[src/rtl/adpcm_decoder.sv]
// IMA ADPCM decoder: 4-bit codes in, signed 16-bit PCM out.
// Bit-serial difference build over three cycles, then predictor/index update.
module adpcm_decoder #(
  parameter int                 INIT_INDEX = 0,
  parameter logic signed [15:0] INIT_PRED  = 16'sd0
) (
  input  logic        clk,
  input  logic        rst_n,
  input  logic        block_enable,
  input  logic        code_valid,
  input  logic [3:0]  code_in,
  output logic        code_ready,
  output logic        pcm_valid,
  output logic [15:0] pcm_out,
  input  logic        pcm_ready
);

  typedef enum logic [2:0] {
    IDLE, CALC1, CALC2, CALC3, UPD, OUT
  } state_t;

  localparam logic [14:0] STEP_TBL [89] = '{
    15'd7, 15'd8, 15'd9, 15'd10, 15'd11, 15'd12,
    15'd13, 15'd14, 15'd16, 15'd17, 15'd19, 15'd21,
    15'd23, 15'd25, 15'd28, 15'd31, 15'd34, 15'd37,
    15'd41, 15'd45, 15'd50, 15'd55, 15'd60, 15'd66,
    15'd73, 15'd80, 15'd88, 15'd97, 15'd107, 15'd118,
    15'd130, 15'd143, 15'd157, 15'd173, 15'd190,
    15'd209, 15'd230, 15'd253, 15'd279, 15'd307,
    15'd337, 15'd371, 15'd408, 15'd449, 15'd494,
    15'd544, 15'd598, 15'd658, 15'd724, 15'd796,
    15'd876, 15'd963, 15'd1060, 15'd1166, 15'd1282,
    15'd1411, 15'd1552, 15'd1707, 15'd1878, 15'd2066,
    15'd2272, 15'd2499, 15'd2749, 15'd3024, 15'd3327,
    15'd3660, 15'd4026, 15'd4428, 15'd4871, 15'd5358,
    15'd5894, 15'd6484, 15'd7132, 15'd7845, 15'd8630,
    15'd9493, 15'd10442, 15'd11487, 15'd12635,
    15'd13899, 15'd15289, 15'd16818, 15'd18500,
    15'd20350, 15'd22385, 15'd24623, 15'd27086,
    15'd29794, 15'd32767
  };

  state_t             state, state_nx;
  logic [3:0]         code_q;
  logic [16:0]        diff;
  logic signed [15:0] pred;
  logic [6:0]         index;
  logic [14:0]        step;
  logic signed [17:0] sum;
  logic signed [15:0] pred_sat;
  logic signed [7:0]  adj;
  logic signed [7:0]  idx_sum;
  logic [6:0]         index_nx;
  logic               accept;

  assign step       = STEP_TBL[index];
  assign code_ready = rst_n && block_enable && (state == IDLE);
  assign pcm_valid  = (state == OUT);
  assign pcm_out    = pred;
  assign accept     = code_ready && code_valid;

  always_comb begin
    sum = code_q[3]
        ? {{2{pred[15]}}, pred} - $signed({1'b0, diff})
        : {{2{pred[15]}}, pred} + $signed({1'b0, diff});
    if (sum > 18'sd32767)
      pred_sat = 16'sh7FFF;
    else if (sum < -18'sd32768)
      pred_sat = 16'sh8000;
    else
      pred_sat = sum[15:0];
  end

  // codes 0..3 step down by one; 4..7 step up by 2,4,6,8
  always_comb begin
    adj = code_q[2]
        ? $signed({5'd0, code_q[1:0], 1'b0}) + 8'sd2
        : -8'sd1;
    idx_sum = $signed({1'b0, index}) + adj;
    if (idx_sum < 8'sd0)
      index_nx = 7'd0;
    else if (idx_sum > 8'sd88)
      index_nx = 7'd88;
    else
      index_nx = idx_sum[6:0];
  end

  always_ff @(posedge clk or negedge rst_n) begin
    if (!rst_n) state <= IDLE;
    else        state <= state_nx;
  end

  always_comb begin
    state_nx = state;
    if (!block_enable) begin
      state_nx = IDLE;
    end else begin
      unique case (state)
        IDLE:    if (accept) state_nx = CALC1;
        CALC1:   state_nx = CALC2;
        CALC2:   state_nx = CALC3;
        CALC3:   state_nx = UPD;
        UPD:     state_nx = OUT;
        OUT:     if (pcm_ready) state_nx = IDLE;
        default: state_nx = IDLE;
      endcase
    end
  end

  always_ff @(posedge clk or negedge rst_n) begin
    if (!rst_n) begin
      code_q <= 4'd0;
      diff   <= 17'd0;
      pred   <= INIT_PRED;
      index  <= 7'(INIT_INDEX);
    end else if (!block_enable) begin
      code_q <= 4'd0;
      diff   <= 17'd0;
      pred   <= INIT_PRED;
      index  <= 7'(INIT_INDEX);
    end else begin
      unique case (1'b1)
        accept: begin
          code_q <= code_in;
          diff   <= 17'(step >> 3);
        end
        (state == CALC1) && code_q[2]:
          diff <= diff + 17'(step);
        (state == CALC2) && code_q[1]:
          diff <= diff + 17'(step >> 1);
        (state == CALC3) && code_q[0]:
          diff <= diff + 17'(step >> 2);
        (state == UPD): begin
          pred  <= pred_sat;
          index <= index_nx;
        end
        default: ;
      endcase
    end
  end

endmodule

[config.mk]
export PLATFORM = sky130hd
export DESIGN_NAME = adpcm_decoder
export DESIGN_NICKNAME = d
export VERILOG_FILES = /design/src/rtl/adpcm_decoder.sv
export SDC_FILE = /design/constraint.sdc
export NUM_CORES = 1
export LEC_CHECK = 0
export BUFFER_PORTS_ARGS = -buffer_cell sky130_fd_sc_hd__buf_2
export CORE_MARGIN = 2
export CORE_UTILIZATION = 40
export DETAILED_ROUTE_END_ITERATION = 16
export PLACE_DENSITY_LB_ADDON = 0.05
export SKIP_LAST_GASP = 1
export SLEW_MARGIN = 20
export SYNTH_ARGS = -nofsm -noshare
export SYNTH_HDL_FRONTEND = slang
export SYNTH_SLANG_ARGS = --single-unit
export TNS_END_PERCENT = 1
[constraint.sdc]
create_clock -name clk -period 9.9 [get_ports clk]
set_input_delay 1.485 -clock clk [delete_from_list [all_inputs] [get_ports clk]]
set_output_delay 1.485 -clock clk [all_outputs]
set_load 0.1 [all_outputs]
==> results.md <==
Setup path:
- The category of the critical setup timing path is reg2reg.
- In this design, the largest share of critical-path delay is due to compound AO/OA/AOI/OAI gates.
- The master of the slowest instance on the critical path is sky130_fd_sc_hd__dfrtp_1.
- At the worst endpoint, the arrival time is 5210 ps.
- Of all nets on the critical path, the largest fanout is 16.
- Walking the worst path, the cells encountered are inv_1 -> ha_1 -> inv_1 -> ha_1 -> nor2_1 -> a311oi_1 -> a21oi_1 -> o21ai_0 -> o21ai_0 -> o221ai_1 -> ha_1 -> fa_1 -> a21o_1 -> nand4_1 -> nand2_1 -> a31oi_1 -> o21ai_0 -> o22ai_1 -> mux2i_1 -> a31o_2.
- STA puts the critical path data required time at 10,080 ps.
- The kind of end point of the critical path is a register.
- In this design, the stage delay of the slowest critical-path cell is 680 ps.
- In this run the register-to-register setup slack is 4880 ps.
- The launching element type of the critical path is a register.
- Counting both buffers and inverters, the worst setup path holds a total of 2.

Synth:
- The number of different library cells used by synthesis comes to 70.
- The part of the Yosys area used for sequential elements is 19.55%.
- After synthesis the cells add up to 0.006015 mm2.
- Among all flip-flop cells after synthesis, the most frequent one is sky130_fd_sc_hd__dfrtp_1.
- Synthesis inferred 47 register bits.
- Counting flops with a built-in enable in the synthesized netlist gives 0.
- Counting flops with an async set or reset pin after synthesis yields a share of 100.0%.
- The area share of the largest cell type after synthesis is 19.55%.
- Dividing the synthesized area by the synthesized cell count gives 7.731 um2.
- Sorting the synthesized cells by area gives the leading types as sky130_fd_sc_hd__dfrtp_1 (20%), sky130_fd_sc_hd__ha_1 (12%), sky130_fd_sc_hd__a21oi_1 (6.9%).
- Synthesis produced a netlist whose cell count is 778.
- The count of yosys warnings during synthesis is 0.
- The synthesized design spends more area on one cell type than any other, namely sky130_fd_sc_hd__dfrtp_1.
- The synthesized netlist net count is 848.

Power and ir drop:
- The areal power density over the cells is 122.8 mW/mm2.
- The fraction of power consumed by the clock network is 25.5%.
- The maximum vdd drop is 0.07605 mV.
- The share of total power in combinational logic is 47.1%.
- The internal power of the cells is 473.6 uW.
- Power comes to 785.3 uW.
- The switching power is 311.7 uW.
- Sequential cells burn 27.4% of the power.
- Summed over all cells, the static leakage comes to 0.002750 uW.
- The share of total power consumed by net switching is 39.69%.

Clock tree:
- The buffer depth of the longest clock path is 2.
- After clock tree synthesis, the clock-pin slew on the worst setup and hold paths is 70 ps.
- The number of buffers created by CTS is 5.
- The total of cells resized after clock tree synthesis is 0.
- Clock latency on the worst-skew pair, taken at its later pin, is 290 ps.
- CTS saw 47 sinks.
- Buffers added to address setup during post-CTS repair amount to 0.
- The tree is rooted in a sky130_fd_sc_hd__clkbuf_16.
- The post-cts hold buffer count is 0.
- The H-tree generated during clock tree synthesis spans 2 levels.
- The CTS tree is yes.

Routing:
- In this run, the number of DRC markers left after iteration 0 of detailed routing was 474.
- The total vias in the final route is 5,921.
- After detailed routing, the average wire length per cell comes to 19.83 um.
- The first detailed-routing pass ran for 6 iterations.
- For this block, the routed nets add up to 18.94 mm of wire.
- The final routed DRC violation total is 0.
- The number of routed nets with antenna violations is 0.
- The number of vias per cell is 6.200.

Cells and area:
- The antenna cell count is 0.
- Registers take 0.001176 mm2.
- In the final layout, the multi-input gates occupy 0.004531 mm2.
- Leaving out fill and tap cells, the most frequent cell in the layout is sky130_fd_sc_hd__a21oi_1.
- Cells with a size suffix above 1 make up 8.301% of the layout.
- The layout has 1,478 filler cells.
- The area growth from synthesis to layout is 6.345%.
- The library cells used most frequently in the layout, excluding fill and tap cells, are sky130_fd_sc_hd__a21oi_1 (83), sky130_fd_sc_hd__nand2_1 (70), sky130_fd_sc_hd__nor2_1 (67).
- The number of nets in the finished design is 840.

STA:
- Headroom to the max-slew limit came out at 34.27%.
- Adding up every negative setup slack in the final design gives 0 ps.
- Setup repair after global routing left no endpoint under its margin.
- The number of setup violations in the final report is 0.
- The total count of hold-check failures in the final report was 0.
- The final-report max-slew violation count is 0.
- The part of the cycle the worst path needs is 50.74%.
- The slew of the pin with the lowest slew margin is 985.4 ps.
- The clock skew after layout is 9.493 ps.
- The time the final worst path needs with I/O delays and setup is 5024 ps.
- Timing would allow up to 199.1 MHz.

Global route:
- Entering global routing, the biggest net connects 59 pins.
- The first global-routing pass estimated 30.25 mm of wire.
- The number of antenna violations at the first check in global routing is 0.
- Across every metal layer, demand over resource in global routing totals 23.17%.
- The leftover overflow at the end of global routing is 0.
- The number of global-route vias before repair was 5,771.

Floorplanning:
- The initial core utilization is 41.23%.
- The standard cell core area is 0.01459 mm2.
- The vertical die dimension is 126.6 um.
- Measured along the x axis, the die boundary spans 126.6 um.
- The floorplan has 44 rows.
- The number of primary I/O pins is 27.
- The floorplan step defined a die boundary enclosing 0.01603 mm2.

Place:
- The last weighted congestion value of the routability-driven placer is 0.9572.
- The half-perimeter wire length of the detailed placement result is 14.34 mm.
- The number of I/O port buffers is 26.

Job:
- The max-capacitance violation count is 0.

Min path:
- The tightest min-delay check is of the reg2reg type.

Run status:
- The run finished with clean final reports.
## layout make-up
cell class                 count  share of cell area [%]
clock inverter                 3                  0.7238
tap                          184                   3.599
timing repair buffer          32                   2.739
inverter                      30                   1.761
clock buffer                   5                   1.956
sequential                    47                   18.39
multi-input combinational    654                   70.83
## synthesized netlist by cell type (all sizes together), types with 4 or more instances
cell type	n
o31ai	4
a22o	7
a311oi	4
nor2	69
clkbuf	39
o22ai	7
a21o	17
nor3	28
nor3b	4
nand2	70
a31o	4
xor2	13
inv	30
nand2b	12
ha	58
mux2i	9
o211ai	11
or3	11
and3	10
a211oi	19
nand3	14
a31oi	12
nor2b	13
a221o	17
a21oi	83
nand4	6
xnor2	35
buf	8
nor4	4
o221ai	10
o21ai	43
o21a	9
dfrtp	47
## layer usage
| layer | vias up | wire (um) | global-route usage, % |
|---|---|---|---|
| met1 | 2821 | 8378 | 30.22 |
| met5 | - | 0 | 0 |
| li1 | 2870 | - | - |
| met2 | 194 | 9321 | 40.36 |
| met3 | 36 | 801 | 1.940 |
| met4 | 0 | 433 | 7.757 |
## flip-flops by register name, summed over array words and instances, names as in the netlist
| name | cells |
|---|---|
| code_q | 4 |
| diff | 17 |
| index | 7 |
| state | 3 |
| pcm_out | 16 |
## logic make-up (layout without fill, tap and decap cells)
group,after synthesis,after routing,share of synthesized area (%)
XOR/XNOR,48,48,7.115
adder cells (fa/ha/maj),61,61,13.06
AO/OA/AOI/OAI,277,277,31.20
multiplexers,14,14,2.996
AND/OR/NAND/NOR,254,254,20.87
flip-flops,47,47,19.55
buffers and inverters,77,70,5.201
## worst paths after layout
| check | depth (start not counted) | end | from |
|---|---|---|---|
| setup / recovery | 20 | diff[14] | index[1] |
| hold / removal | 1 | pcm_out[0] | pcm_out[0] |
| setup reg to reg | 20 | diff[14] | index[1] |
| hold reg to reg | 1 | pcm_out[0] | pcm_out[0] |
| max in group asynchronous | 2 | diff[0] | rst_n |
| min in group asynchronous | 2 | pcm_out[9] | rst_n |
## power by group through the flow
stage / registers, uW / clock network (uW) / logic, uW
finish: 215 / 200 / 370
global route: 217 / 212 / 412
CTS: 215 / 206 / 370
detailed placement: 219 / 0 / 367
global placement: 219 / 0 / 365
floorplan: 217 / 0 / 294
## per-stage QoR
stage / std cells / cell area [um2] / utilization [%] / hold slack, ps / setup slack [ps]
floorplan: 778 / 6015 / - / 547.6 / 3616
global placement: 947 / 6225 / 42.67 / 525.9 / 5013
detailed placement: 947 / 6225 / 42.67 / 527.0 / 4922
CTS: 955 / 6396 / 43.84 / 547.9 / 4914
global route: 955 / 6396 / 43.84 / 568.6 / 4446
finish: 955 / 6396 / 43.84 / 545.4 / 4876
Power figures use the tool's default switching activity.
